--- src/rtl/host_dma_scheduler_if.sv ---
// Job-command, DMA-engine and write-response signals between a host-side driver and
// host_dma_scheduler. The scheduler uses the slave modport.
interface host_dma_scheduler_if #(
    parameter int unsigned C_M_AXI_ADDR_WIDTH = 32
);
    logic                          cmd_valid;
    logic                          cmd_ready;
    logic                          cmd_reload_weights;
    logic [31:0]                   cmd_image_num;
    logic [C_M_AXI_ADDR_WIDTH-1:0] cmd_weights_addr;
    logic [C_M_AXI_ADDR_WIDTH-1:0] cmd_src_addr;
    logic [C_M_AXI_ADDR_WIDTH-1:0] cmd_dst_addr;

    logic                          load_weights;
    logic                          model_start;
    logic [31:0]                   image_num;
    logic [C_M_AXI_ADDR_WIDTH-1:0] host_weights_addr;
    logic [C_M_AXI_ADDR_WIDTH-1:0] host_src_addr;
    logic [C_M_AXI_ADDR_WIDTH-1:0] host_dst_addr;

    logic                          ddr_din_eop;
    logic                          m_axi_bvalid;
    logic                          m_axi_bready;
    logic [1:0]                    m_axi_bresp;

    logic                          busy;
    logic                          job_done;
    logic                          resp_err;
    logic                          timeout_err;
    logic                          weights_loaded;

    modport master (
        output cmd_valid, cmd_reload_weights, cmd_image_num,
               cmd_weights_addr, cmd_src_addr, cmd_dst_addr,
               ddr_din_eop, m_axi_bvalid, m_axi_bready, m_axi_bresp,
        input  cmd_ready, load_weights, model_start, image_num,
               host_weights_addr, host_src_addr, host_dst_addr,
               busy, job_done, resp_err, timeout_err, weights_loaded
    );

    modport slave (
        input  cmd_valid, cmd_reload_weights, cmd_image_num,
               cmd_weights_addr, cmd_src_addr, cmd_dst_addr,
               ddr_din_eop, m_axi_bvalid, m_axi_bready, m_axi_bresp,
        output cmd_ready, load_weights, model_start, image_num,
               host_weights_addr, host_src_addr, host_dst_addr,
               busy, job_done, resp_err, timeout_err, weights_loaded
    );
endinterface

--- src/rtl/host_dma_scheduler.sv ---
// Sequences one DMA job: optional weight load, model start, then counts write responses.
// Define HOST_DMA_SCHED_TIMEOUT_EN to add the no-progress watchdog in WAIT_W/RUN.
module host_dma_scheduler #(
    parameter int unsigned C_M_AXI_ADDR_WIDTH  = 32,
    parameter int unsigned OUT_BEATS_PER_IMAGE = 16,
    parameter int unsigned TIMEOUT_CYCLES      = 1048576
) (
    input logic                 clk,
    input logic                 m_axi_aresetn,
    host_dma_scheduler_if.slave bus
);
    typedef enum logic [2:0] {
        StIdle,
        StLoadW,
        StWaitW,
        StStart,
        StRun,
        StDone
    } state_e;

    state_e                        state_q;
    logic                          cmd_ready_q;
    logic                          load_weights_q;
    logic                          model_start_q;
    logic                          job_done_q;
    logic                          busy_q;
    logic                          resp_err_q;
    logic                          weights_loaded_q;
    logic [31:0]                   image_num_q;
    logic [C_M_AXI_ADDR_WIDTH-1:0] weights_addr_q;
    logic [C_M_AXI_ADDR_WIDTH-1:0] src_addr_q;
    logic [C_M_AXI_ADDR_WIDTH-1:0] dst_addr_q;
    logic [39:0]                   target_q;
    logic [39:0]                   resp_cnt_q;

    logic beat;
    assign beat = bus.m_axi_bvalid && bus.m_axi_bready;

`ifdef HOST_DMA_SCHED_TIMEOUT_EN
    logic        timeout_err_q;
    logic [31:0] wd_cnt_q;
    logic        wd_expire;
    assign wd_expire = (wd_cnt_q == 32'(TIMEOUT_CYCLES - 1));
`endif

    always_ff @(posedge clk) begin
        if (!m_axi_aresetn) begin
            state_q          <= StIdle;
            cmd_ready_q      <= 1'b1;
            load_weights_q   <= 1'b0;
            model_start_q    <= 1'b0;
            job_done_q       <= 1'b0;
            busy_q           <= 1'b0;
            resp_err_q       <= 1'b0;
            weights_loaded_q <= 1'b0;
            image_num_q      <= '0;
            weights_addr_q   <= '0;
            src_addr_q       <= '0;
            dst_addr_q       <= '0;
            target_q         <= '0;
            resp_cnt_q       <= '0;
`ifdef HOST_DMA_SCHED_TIMEOUT_EN
            timeout_err_q    <= 1'b0;
            wd_cnt_q         <= '0;
`endif
        end else begin
            load_weights_q <= 1'b0;
            model_start_q  <= 1'b0;
            job_done_q     <= 1'b0;
`ifdef HOST_DMA_SCHED_TIMEOUT_EN
            // Any state outside the waiting ones holds the watchdog at zero.
            wd_cnt_q       <= '0;
`endif
            unique case (state_q)
                StIdle: begin
                    if (bus.cmd_valid) begin
                        image_num_q    <= bus.cmd_image_num;
                        weights_addr_q <= bus.cmd_weights_addr;
                        src_addr_q     <= bus.cmd_src_addr;
                        dst_addr_q     <= bus.cmd_dst_addr;
                        target_q       <= 40'(bus.cmd_image_num) * 40'(OUT_BEATS_PER_IMAGE);
                        resp_err_q     <= 1'b0;
`ifdef HOST_DMA_SCHED_TIMEOUT_EN
                        timeout_err_q  <= 1'b0;
`endif
                        busy_q         <= 1'b1;
                        cmd_ready_q    <= 1'b0;
                        if (bus.cmd_reload_weights || !weights_loaded_q) begin
                            state_q          <= StLoadW;
                            load_weights_q   <= 1'b1;
                            weights_loaded_q <= 1'b0;
                        end else if (bus.cmd_image_num == 32'd0) begin
                            state_q    <= StDone;
                            job_done_q <= 1'b1;
                        end else begin
                            state_q       <= StStart;
                            model_start_q <= 1'b1;
                        end
                    end
                end
                StLoadW: state_q <= StWaitW;
                StWaitW: begin
                    if (bus.ddr_din_eop) begin
                        weights_loaded_q <= 1'b1;
                        if (image_num_q != 32'd0) begin
                            state_q       <= StStart;
                            model_start_q <= 1'b1;
                        end else begin
                            state_q    <= StDone;
                            job_done_q <= 1'b1;
                        end
`ifdef HOST_DMA_SCHED_TIMEOUT_EN
                    end else if (wd_expire) begin
                        timeout_err_q <= 1'b1;
                        state_q       <= StDone;
                        job_done_q    <= 1'b1;
                    end else begin
                        wd_cnt_q <= wd_cnt_q + 32'd1;
`endif
                    end
                end
                StStart: begin
                    resp_cnt_q <= '0;
                    state_q    <= StRun;
                end
                StRun: begin
                    if (beat) begin
                        resp_cnt_q <= resp_cnt_q + 40'd1;
                        if (bus.m_axi_bresp != 2'b00) resp_err_q <= 1'b1;
                        if (resp_cnt_q + 40'd1 == target_q) begin
                            state_q    <= StDone;
                            job_done_q <= 1'b1;
                        end
`ifdef HOST_DMA_SCHED_TIMEOUT_EN
                    end else if (wd_expire) begin
                        timeout_err_q <= 1'b1;
                        state_q       <= StDone;
                        job_done_q    <= 1'b1;
                    end else begin
                        wd_cnt_q <= wd_cnt_q + 32'd1;
`endif
                    end
                end
                StDone: begin
                    state_q     <= StIdle;
                    busy_q      <= 1'b0;
                    cmd_ready_q <= 1'b1;
                end
                default: begin
                    state_q     <= StIdle;
                    busy_q      <= 1'b0;
                    cmd_ready_q <= 1'b1;
                end
            endcase
        end
    end

`ifdef HOST_DMA_SCHED_TIMEOUT_EN
    assign bus.timeout_err = timeout_err_q;
`else
    assign bus.timeout_err = 1'b0;
    logic unused_timeout_cfg;
    assign unused_timeout_cfg = ^TIMEOUT_CYCLES;
`endif

    assign bus.cmd_ready         = cmd_ready_q;
    assign bus.load_weights      = load_weights_q;
    assign bus.model_start       = model_start_q;
    assign bus.job_done          = job_done_q;
    assign bus.busy              = busy_q;
    assign bus.resp_err          = resp_err_q;
    assign bus.weights_loaded    = weights_loaded_q;
    assign bus.image_num         = image_num_q;
    assign bus.host_weights_addr = weights_addr_q;
    assign bus.host_src_addr     = src_addr_q;
    assign bus.host_dst_addr     = dst_addr_q;
endmodule
--- src/flat_wrapper.sv ---
// flat-port wrapper written by rule: the top's interface ports become plain ports
module host_dma_scheduler_flat 
#(
    parameter int unsigned C_M_AXI_ADDR_WIDTH  = 32,
    parameter int unsigned OUT_BEATS_PER_IMAGE = 16,
    parameter int unsigned TIMEOUT_CYCLES      = 1048576
)
  (clk, m_axi_aresetn, bus_cmd_valid, bus_cmd_reload_weights, bus_cmd_image_num, bus_cmd_weights_addr, bus_cmd_src_addr, bus_cmd_dst_addr, bus_ddr_din_eop, bus_m_axi_bvalid, bus_m_axi_bready, bus_m_axi_bresp, bus_cmd_ready, bus_load_weights, bus_model_start, bus_image_num, bus_host_weights_addr, bus_host_src_addr, bus_host_dst_addr, bus_busy, bus_job_done, bus_resp_err, bus_timeout_err, bus_weights_loaded);
  host_dma_scheduler_if #(.C_M_AXI_ADDR_WIDTH(C_M_AXI_ADDR_WIDTH)) bus_i ();
  input logic clk;
  input logic m_axi_aresetn;
  input wire logic [$bits(bus_i.cmd_valid)-1:0] bus_cmd_valid;
  input wire logic [$bits(bus_i.cmd_reload_weights)-1:0] bus_cmd_reload_weights;
  input wire logic [$bits(bus_i.cmd_image_num)-1:0] bus_cmd_image_num;
  input wire logic [$bits(bus_i.cmd_weights_addr)-1:0] bus_cmd_weights_addr;
  input wire logic [$bits(bus_i.cmd_src_addr)-1:0] bus_cmd_src_addr;
  input wire logic [$bits(bus_i.cmd_dst_addr)-1:0] bus_cmd_dst_addr;
  input wire logic [$bits(bus_i.ddr_din_eop)-1:0] bus_ddr_din_eop;
  input wire logic [$bits(bus_i.m_axi_bvalid)-1:0] bus_m_axi_bvalid;
  input wire logic [$bits(bus_i.m_axi_bready)-1:0] bus_m_axi_bready;
  input wire logic [$bits(bus_i.m_axi_bresp)-1:0] bus_m_axi_bresp;
  output wire logic [$bits(bus_i.cmd_ready)-1:0] bus_cmd_ready;
  output wire logic [$bits(bus_i.load_weights)-1:0] bus_load_weights;
  output wire logic [$bits(bus_i.model_start)-1:0] bus_model_start;
  output wire logic [$bits(bus_i.image_num)-1:0] bus_image_num;
  output wire logic [$bits(bus_i.host_weights_addr)-1:0] bus_host_weights_addr;
  output wire logic [$bits(bus_i.host_src_addr)-1:0] bus_host_src_addr;
  output wire logic [$bits(bus_i.host_dst_addr)-1:0] bus_host_dst_addr;
  output wire logic [$bits(bus_i.busy)-1:0] bus_busy;
  output wire logic [$bits(bus_i.job_done)-1:0] bus_job_done;
  output wire logic [$bits(bus_i.resp_err)-1:0] bus_resp_err;
  output wire logic [$bits(bus_i.timeout_err)-1:0] bus_timeout_err;
  output wire logic [$bits(bus_i.weights_loaded)-1:0] bus_weights_loaded;
  assign bus_i.cmd_valid = bus_cmd_valid;
  assign bus_i.cmd_reload_weights = bus_cmd_reload_weights;
  assign bus_i.cmd_image_num = bus_cmd_image_num;
  assign bus_i.cmd_weights_addr = bus_cmd_weights_addr;
  assign bus_i.cmd_src_addr = bus_cmd_src_addr;
  assign bus_i.cmd_dst_addr = bus_cmd_dst_addr;
  assign bus_i.ddr_din_eop = bus_ddr_din_eop;
  assign bus_i.m_axi_bvalid = bus_m_axi_bvalid;
  assign bus_i.m_axi_bready = bus_m_axi_bready;
  assign bus_i.m_axi_bresp = bus_m_axi_bresp;
  assign bus_cmd_ready = bus_i.cmd_ready;
  assign bus_load_weights = bus_i.load_weights;
  assign bus_model_start = bus_i.model_start;
  assign bus_image_num = bus_i.image_num;
  assign bus_host_weights_addr = bus_i.host_weights_addr;
  assign bus_host_src_addr = bus_i.host_src_addr;
  assign bus_host_dst_addr = bus_i.host_dst_addr;
  assign bus_busy = bus_i.busy;
  assign bus_job_done = bus_i.job_done;
  assign bus_resp_err = bus_i.resp_err;
  assign bus_timeout_err = bus_i.timeout_err;
  assign bus_weights_loaded = bus_i.weights_loaded;
  host_dma_scheduler #(.C_M_AXI_ADDR_WIDTH(C_M_AXI_ADDR_WIDTH), .OUT_BEATS_PER_IMAGE(OUT_BEATS_PER_IMAGE), .TIMEOUT_CYCLES(TIMEOUT_CYCLES)) u_core (.clk(clk), .m_axi_aresetn(m_axi_aresetn), .bus(bus_i));
endmodule
--- config.mk ---
export PLATFORM = sky130hd
export DESIGN_NAME = host_dma_scheduler_flat
export DESIGN_NICKNAME = d
export VERILOG_FILES = /design/src/rtl/host_dma_scheduler_if.sv /design/src/rtl/host_dma_scheduler.sv /design/src/flat_wrapper.sv
export SDC_FILE = /design/constraint.sdc
export NUM_CORES = 1
export LEC_CHECK = 0
export ABC_AREA = 1
export BUFFER_PORTS_ARGS = -buffer_cell sky130_fd_sc_hd__buf_4
export CAP_MARGIN = 30
export CELL_PAD_IN_SITES_DETAIL_PLACEMENT = 0
export CELL_PAD_IN_SITES_GLOBAL_PLACEMENT = 1
export CORE_MARGIN = 2
export CORE_UTILIZATION = 35
export CTS_CLUSTER_DIAMETER = 150
export CTS_CLUSTER_SIZE = 28
export DETAILED_ROUTE_END_ITERATION = 10
export PLACE_DENSITY = 0.79
export SETUP_SLACK_MARGIN = 0.5
export SLEW_MARGIN = 10
export SYNTH_ARGS = -nofsm -noshare
export SYNTH_HDL_FRONTEND = slang
export SYNTH_SLANG_ARGS = --single-unit
--- constraint.sdc ---
create_clock -name clk -period 2.92 [get_ports clk]
set_input_delay 0.438 -clock clk [delete_from_list [all_inputs] [get_ports clk]]
set_output_delay 0.438 -clock clk [all_outputs]
set_load 0.01 [all_outputs]
# Word level (Yosys, flattened, before mapping)
# Index checks and enable logic that the tools add are counted.
totals:
  register_bits: 178
  in_bits: 137
  out_inout_bits: 136
  wordCells: 80
op_classes:
  addsub: 1
  n_eq_ne: 11
  mux: 36
  bitwise: 1
  n_reduce_logical: 18
op_table:
  columns: ["operator", "count"]
  rows:
  - ["40-bit one-hot mux with 2 select lines", 1]
  - ["40-bit by 1-bit adder with 40-bit output (second input constant)", 1]
  - ["40-bit by 36-bit == test with 1-bit output", 1]
  - ["40-bit 2-to-1 mux", 1]
  - ["32-bit logical NOT", 1]
  - ["32-bit nonzero test", 1]
  - ["3-bit 2-to-1 mux", 7]
  - ["1-bit 2-to-1 mux", 20]
  - ["3-bit one-hot mux with 5 select lines", 1]
  - ["4-bit AND reduction", 3]
  - ["1-bit one-hot mux with 2 select lines", 5]
  - ["2-bit by 1-bit inequality test with 1-bit output (second input constant)", 4]
  - ["2-bit nonzero test", 4]
  - ["3-bit by 2-bit == test with 1-bit output (second input constant)", 2]
  - ["2-bit AND reduction", 3]
  - ["2-bit inequality test (second input constant)", 2]
  - ["4-bit OR reduction", 1]
  - ["3-bit by 1-bit == test with 1-bit output (second input constant)", 1]
  - ["3-bit == test (second input constant)", 1]
  - ["3-bit logical NOT", 1]
  - ["1-bit one-hot mux with 3 select lines", 1]
  - ["3-bit AND reduction", 1]
  - ["1-bit logical AND", 1]
  - ["1-bit logical NOT", 1]
  - ["other kinds (2)", 2]

# Depth between registers and ports, before layout
depth:
  depth_word: 5
  depth_mapped: 20
  depth_no_buf: 19

# Least setup slack after synthesis
# No wires, ideal clock.
synth_timing:
  path_kind: "register -> register"
  startpoint: "register u_core.resp_cnt_q[1]"
  endpoint: "register u_core.state_q[2]"
  setup_time_ns: 0.113
  arrival_ns: 1.970
  required_time_ns: 2.807
  path_slack_ns: 0.837
  path_stages_with_launch: 19
  path_buffers: 0
  period_less_slack_ns: 2.083
  path_cell_list: "dfxtp_1 -> ha_1 -> nand2_1 -> nor2_4 -> nand2_1 -> nor2_4 -> nand3b_1 -> nand2_1 -> nand2_1 -> nand2_1 -> nand2_1 -> nor2_1 -> nand2_1 -> nor2_1 -> nand2_1 -> nand2_1 -> nand2_1 -> o21ai_1 -> inv_1"
synth_via:
  elab_chain_len: 4
synth_rtl:
  columns: ["element", "line", "rtl"]
  rows:
  - ["from (decl)", "host_dma_scheduler.sv:34", "logic [39:0] resp_cnt_q;"]
  - ["from (signal assigned)", "host_dma_scheduler.sv:128", "resp_cnt_q <= resp_cnt_q + 40'd1;"]
  - ["40-bit by 1-bit adder with 40-bit output", "host_dma_scheduler.sv:130", "if (resp_cnt_q + 40'd1 == target_q) begin"]
  - ["40-bit by 36-bit == test with 1-bit output", "host_dma_scheduler.sv:130", null]
  - ["2-bit by 1-bit inequality test with 1-bit output (no line)", null, null]
  - ["4-bit AND reduction (no line)", null, null]
  - ["to (signal assigned)", "host_dma_scheduler.sv:124", "state_q <= StRun;"]
  - ["to (signal assigned)", "host_dma_scheduler.sv:131", "state_q <= StDone;"]
  - ["to (signal assigned)", "host_dma_scheduler.sv:145", "state_q <= StIdle;"]
  - ["to (decl)", "host_dma_scheduler.sv:21", "state_e state_q;"]
# No other way between the ends.
# A chain may end at the register's enable or synchronous reset.

# Worst setup path in the final report
# Ends and elaborated chain as after synthesis.

==> metrics.txt <==
# TYPE chip_impl_metric gauge
chip_impl_info{name="run_status",value="finished, final reports clean"} 1
chip_impl_metric{name="synth.cell_area",unit="mm^2"} 0.00867
chip_impl_metric{name="h_tree_depth_reported_by_cts",unit=""} 4
chip_impl_metric{name="detail_route.wl_per_cell",unit="um"} 17.9
chip_impl_metric{name="core",unit="mm^2"} 0.0243
chip_impl_metric{name="crit_path_max_fanout",unit=""} 9
chip_impl_metric{name="via_per_inst",unit=""} 5.03
chip_impl_metric{name="final_cell_count_no_fill",unit=""} 1943
chip_impl_metric{name="grt_antenna_before_repair",unit=""} 0
chip_impl_metric{name="cts_sinks",unit=""} 178
chip_impl_metric{name="initial_core_util",unit="%"} 35.7
chip_impl_metric{name="clock_path_buffers",unit=""} 2
chip_impl_info{name="most-common-layout-cells",value="sky130_fd_sc_hd__buf_4 (306), sky130_fd_sc_hd__nand2_1 (293), sky130_fd_sc_hd__nor2_1 (265)"} 1
chip_impl_metric{name="detail-route-antenna-nets",unit=""} 0
chip_impl_metric{name="final_nets",unit=""} 1745
chip_impl_metric{name="initialDrtViolationCount",unit=""} 712
chip_impl_metric{name="totalWireLength",unit="um"} 34700
chip_impl_metric{name="synth_top_cell_area_share",unit="%"} 41.1
chip_impl_metric{name="yosysUniqueCellTypes",unit=""} 38
chip_impl_metric{name="worstPathArrival",unit="ns"} 2.75
chip_impl_metric{name="cp_data_required_time",unit="ns"} 3.25
chip_impl_info{name="ys_dominant_reg_cell",value="sky130_fd_sc_hd__dfxtp_1"} 1
chip_impl_metric{name="finClkSkew",unit="ns"} 0.0126
chip_impl_metric{name="floorplan_die_width",unit="um"} 161
chip_impl_metric{name="antenna_cells",unit=""} 0
chip_impl_metric{name="std_cell_rows",unit=""} 57
chip_impl_metric{name="tightest_slew_margin_relative_to_the_limit",unit="%"} 38.5
chip_impl_metric{name="flow.area_growth_from_synthesis",unit="%"} 39.0
chip_impl_info{name="mostFrequentLayoutCell",value="sky130_fd_sc_hd__buf_4"} 1
chip_impl_metric{name="tns",unit="ns"} 0
chip_impl_metric{name="post-route-period-util",unit="%"} 82.9
chip_impl_metric{name="grt_use_total",unit="%"} 26.2
chip_impl_metric{name="yosysWarnings",unit=""} 0
chip_impl_metric{name="floorplan_die_area",unit="mm^2"} 0.0261
chip_impl_metric{name="layout-drive-gt1-share",unit="%"} 26.9
chip_impl_metric{name="power.density_cell_area",unit="mW/mm^2"} 792
chip_impl_metric{name="first_global_vias",unit=""} 9595
chip_impl_info{name="cp-start-kind",value="flop"} 1
chip_impl_metric{name="hold_buffers",unit=""} 0
chip_impl_metric{name="report.final.hold_viol_count",unit=""} 0
chip_impl_metric{name="min_setup_slack_post_route",unit="ns"} 0.501
chip_impl_info{name="synth_top_cell_by_area",value="sky130_fd_sc_hd__dfxtp_1"} 1
chip_impl_metric{name="postSynthRegisterBits",unit=""} 178
chip_impl_metric{name="avgSynthCellArea",unit="um^2"} 6.50
chip_impl_metric{name="grt_overflow_total",unit=""} 0
chip_impl_metric{name="synth_sequential_area_ratio",unit="%"} 41.1
chip_impl_metric{name="report.final.slew_viol_count",unit=""} 0
chip_impl_metric{name="numPortBuffers",unit=""} 271
chip_impl_metric{name="placed_cells_incl_taps",unit=""} 1892
chip_impl_metric{name="synth.net_count",unit=""} 1474
chip_impl_metric{name="finalCriticalPeriod",unit="ns"} 2.42
chip_impl_metric{name="place_congestion",unit=""} 0.933
chip_impl_metric{name="drc",unit=""} 0
chip_impl_metric{name="synth_edf_count",unit=""} 0
chip_impl_metric{name="max_slew.worst_pin.slew",unit="ns"} 0.923
chip_impl_metric{name="dp_slack",unit="ns"} 0.0887
chip_impl_metric{name="maxCapViolCount",unit=""} 0
chip_impl_metric{name="worst_ir_drop_vdd",unit="V"} 0.000410
chip_impl_metric{name="syn-instance-count",unit=""} 1335
chip_impl_metric{name="insertion_delay",unit="ns"} 0.44
chip_impl_info{name="cts-root-buf",value="sky130_fd_sc_hd__clkbuf_16"} 1
chip_impl_metric{name="leakagePower",unit="nW"} 5.37
chip_impl_metric{name="setup_viol",unit=""} 0
chip_impl_info{name="cp-end-kind",value="flop"} 1
chip_impl_metric{name="clk_pin_slew_worst_paths",unit="ns"} 0.09
chip_impl_metric{name="grt_max_degree",unit=""} 101
chip_impl_metric{name="ys_async_sr_fraction",unit="%"} 0
chip_impl_metric{name="chipHeight",unit="um"} 161
chip_impl_metric{name="fmaxAchievable",unit="MHz"} 413
chip_impl_metric{name="place_hpwl",unit="um"} 26300
chip_impl_info{name="netlist_top_cells_area",value="sky130_fd_sc_hd__dfxtp_1 (41%), sky130_fd_sc_hd__nand2_1 (13%), sky130_fd_sc_hd__nor2_1 (12%)"} 1
chip_impl_metric{name="global_route_wire_length_before_repair",unit="um"} 53200
chip_impl_metric{name="dr_total_vias",unit=""} 9775
chip_impl_metric{name="cts-buffers-inserted",unit=""} 17
chip_impl_metric{name="drt_pre_antenna_iters",unit=""} 5
chip_impl_info{name="critical_path_class",value="reg2reg"} 1
chip_impl_info{name="holdCritPathClass",value="in2reg"} 1
chip_impl_metric{name="floorplan.io_pins",unit=""} 273
chip_impl_info{name="grt_setup_unrepaired",value="true"} 1
chip_impl_info{name="tritoncts",value="yes"} 1
[state kept, by name, summed over array words and instances (netlist names)]
name and count:
u_core.bus.host_weights_addr 32, u_core.bus.job_done 1, u_core.resp_cnt_q 40, u_core.bus.load_weights 1
u_core.bus.host_src_addr 32, u_core.state_q 3, u_core.bus.weights_loaded 1, u_core.bus.cmd_ready 1
u_core.bus.image_num 32, u_core.bus.model_start 1, u_core.bus.busy 1, u_core.bus.host_dst_addr 32
u_core.bus.resp_err 1
[path summary, 6_finish.rpt]
check                                                                 to                               from  slack, ns  cells after the start
worst max register to register            u_core.state_q[2]$_SDFFE_PN0P_  u_core.resp_cnt_q[1]$_SDFFE_PN0P_       0.50                     18
worst max-delay path                      u_core.state_q[2]$_SDFFE_PN0P_  u_core.resp_cnt_q[1]$_SDFFE_PN0P_       0.50                     18
worst min-delay path            u_core.bus.host_src_addr[0]$_SDFFE_PN0P_                bus_cmd_src_addr[0]       0.21                      3
worst min register to register         u_core.bus.cmd_ready$_SDFFE_PN1P_  u_core.bus.cmd_ready$_SDFFE_PN1P_       0.45                      2
[repair_timing]
item | in CTS | in global routing
cloned | 0 | 0
gates resized for setup | 27 | 59
pin swaps | 8 | 26
buffers inserted | 11 | 8
setup endpoints to repair | 4 | 4
[area by class of cell]
type	count	area, um^2
fill	2483	12300
multi-input combinational	1002	4740
sequential	178	3590
timing repair buffer	308	2340
clock buffer	18	429
tap	324	405
inverter	99	374
clock inverter	14	171
[metrics by stage]
step / util [%] / instance area [um^2] / power [W] / hold slack (ns)
2_1_floorplan: - / 8670 / 0.00536 / 0.458
3_3_place_gp: 45.4 / 11000 / 0.00723 / 0.435
3_5_place_dp: 45.4 / 11000 / 0.00723 / 0.438
4_1_cts: 48.6 / 11800 / 0.00960 / 0.203
5_1_grt: 49.6 / 12100 / 0.0101 / 0.205
6_report: 49.6 / 12100 / 0.00955 / 0.211
[kinds of logic after synthesis]
kind of cell	count (synthesis)	share of synthesized area [%]
buffers and inverters	155	6.85
and+or+nand+nor	767	37.6
other	1	0.0432
adders and majority gates	2	0.288
AOI/OAI and AO/OA	227	13.3
xor gates and xnor gates	5	0.822
DFF	178	41.1
[report_power, final]
part / internal (W) / switching (W)
Combinational: 0.00151 / 0.00215
Sequential: 0.00307 / 0.000483
Clock: 0.00116 / 0.00117
Total: 0.00574 / 0.00381
[worst max-delay path, cell delays in order (launching register included)]
cell,delay [ns]
sky130_fd_sc_hd__dfxtp_4,0.38
sky130_fd_sc_hd__ha_4,0.16
sky130_fd_sc_hd__nand2_4,0.06
sky130_fd_sc_hd__nor2_4,0.22
sky130_fd_sc_hd__nand2_4,0.14
sky130_fd_sc_hd__nor2_4,0.13
sky130_fd_sc_hd__buf_12,0.14
sky130_fd_sc_hd__nand2_1,0.05
sky130_fd_sc_hd__nand2_1,0.09
sky130_fd_sc_hd__nand2_2,0.07
sky130_fd_sc_hd__xor2_1,0.17
sky130_fd_sc_hd__nor2_1,0.13
sky130_fd_sc_hd__nand2_1,0.06
sky130_fd_sc_hd__nor2_1,0.12
sky130_fd_sc_hd__nand2_1,0.08
sky130_fd_sc_hd__nand2_1,0.08
sky130_fd_sc_hd__nand2_1,0.07
sky130_fd_sc_hd__o21ai_1,0.12
sky130_fd_sc_hd__inv_1,0.04
[Yosys cell counts (8+ instances only)]
master,instances
sky130_fd_sc_hd__clkbuf_1,50
sky130_fd_sc_hd__nor2_1,288
sky130_fd_sc_hd__dfxtp_1,178
sky130_fd_sc_hd__nand2_1,306
sky130_fd_sc_hd__nor2_2,8
sky130_fd_sc_hd__o21ai_0,139
sky130_fd_sc_hd__nor4_1,14
sky130_fd_sc_hd__nand2_2,8
sky130_fd_sc_hd__nand3_1,98
sky130_fd_sc_hd__inv_1,93
sky130_fd_sc_hd__a21oi_1,78
sky130_fd_sc_hd__nand4_1,18
[per-layer routing]
metal | vias to the layer above | wire length (um) | GRT usage, %
met4 | 0 | 1250 | 11.1
met5 | - | 0 | 0
li1 | 4864 | - | -
met2 | 347 | 16700 | 44.0
met3 | 63 | 2740 | 7.96
met1 | 4501 | 14000 | 31.0
No activity file was read; power rests on OpenSTA's default activity.
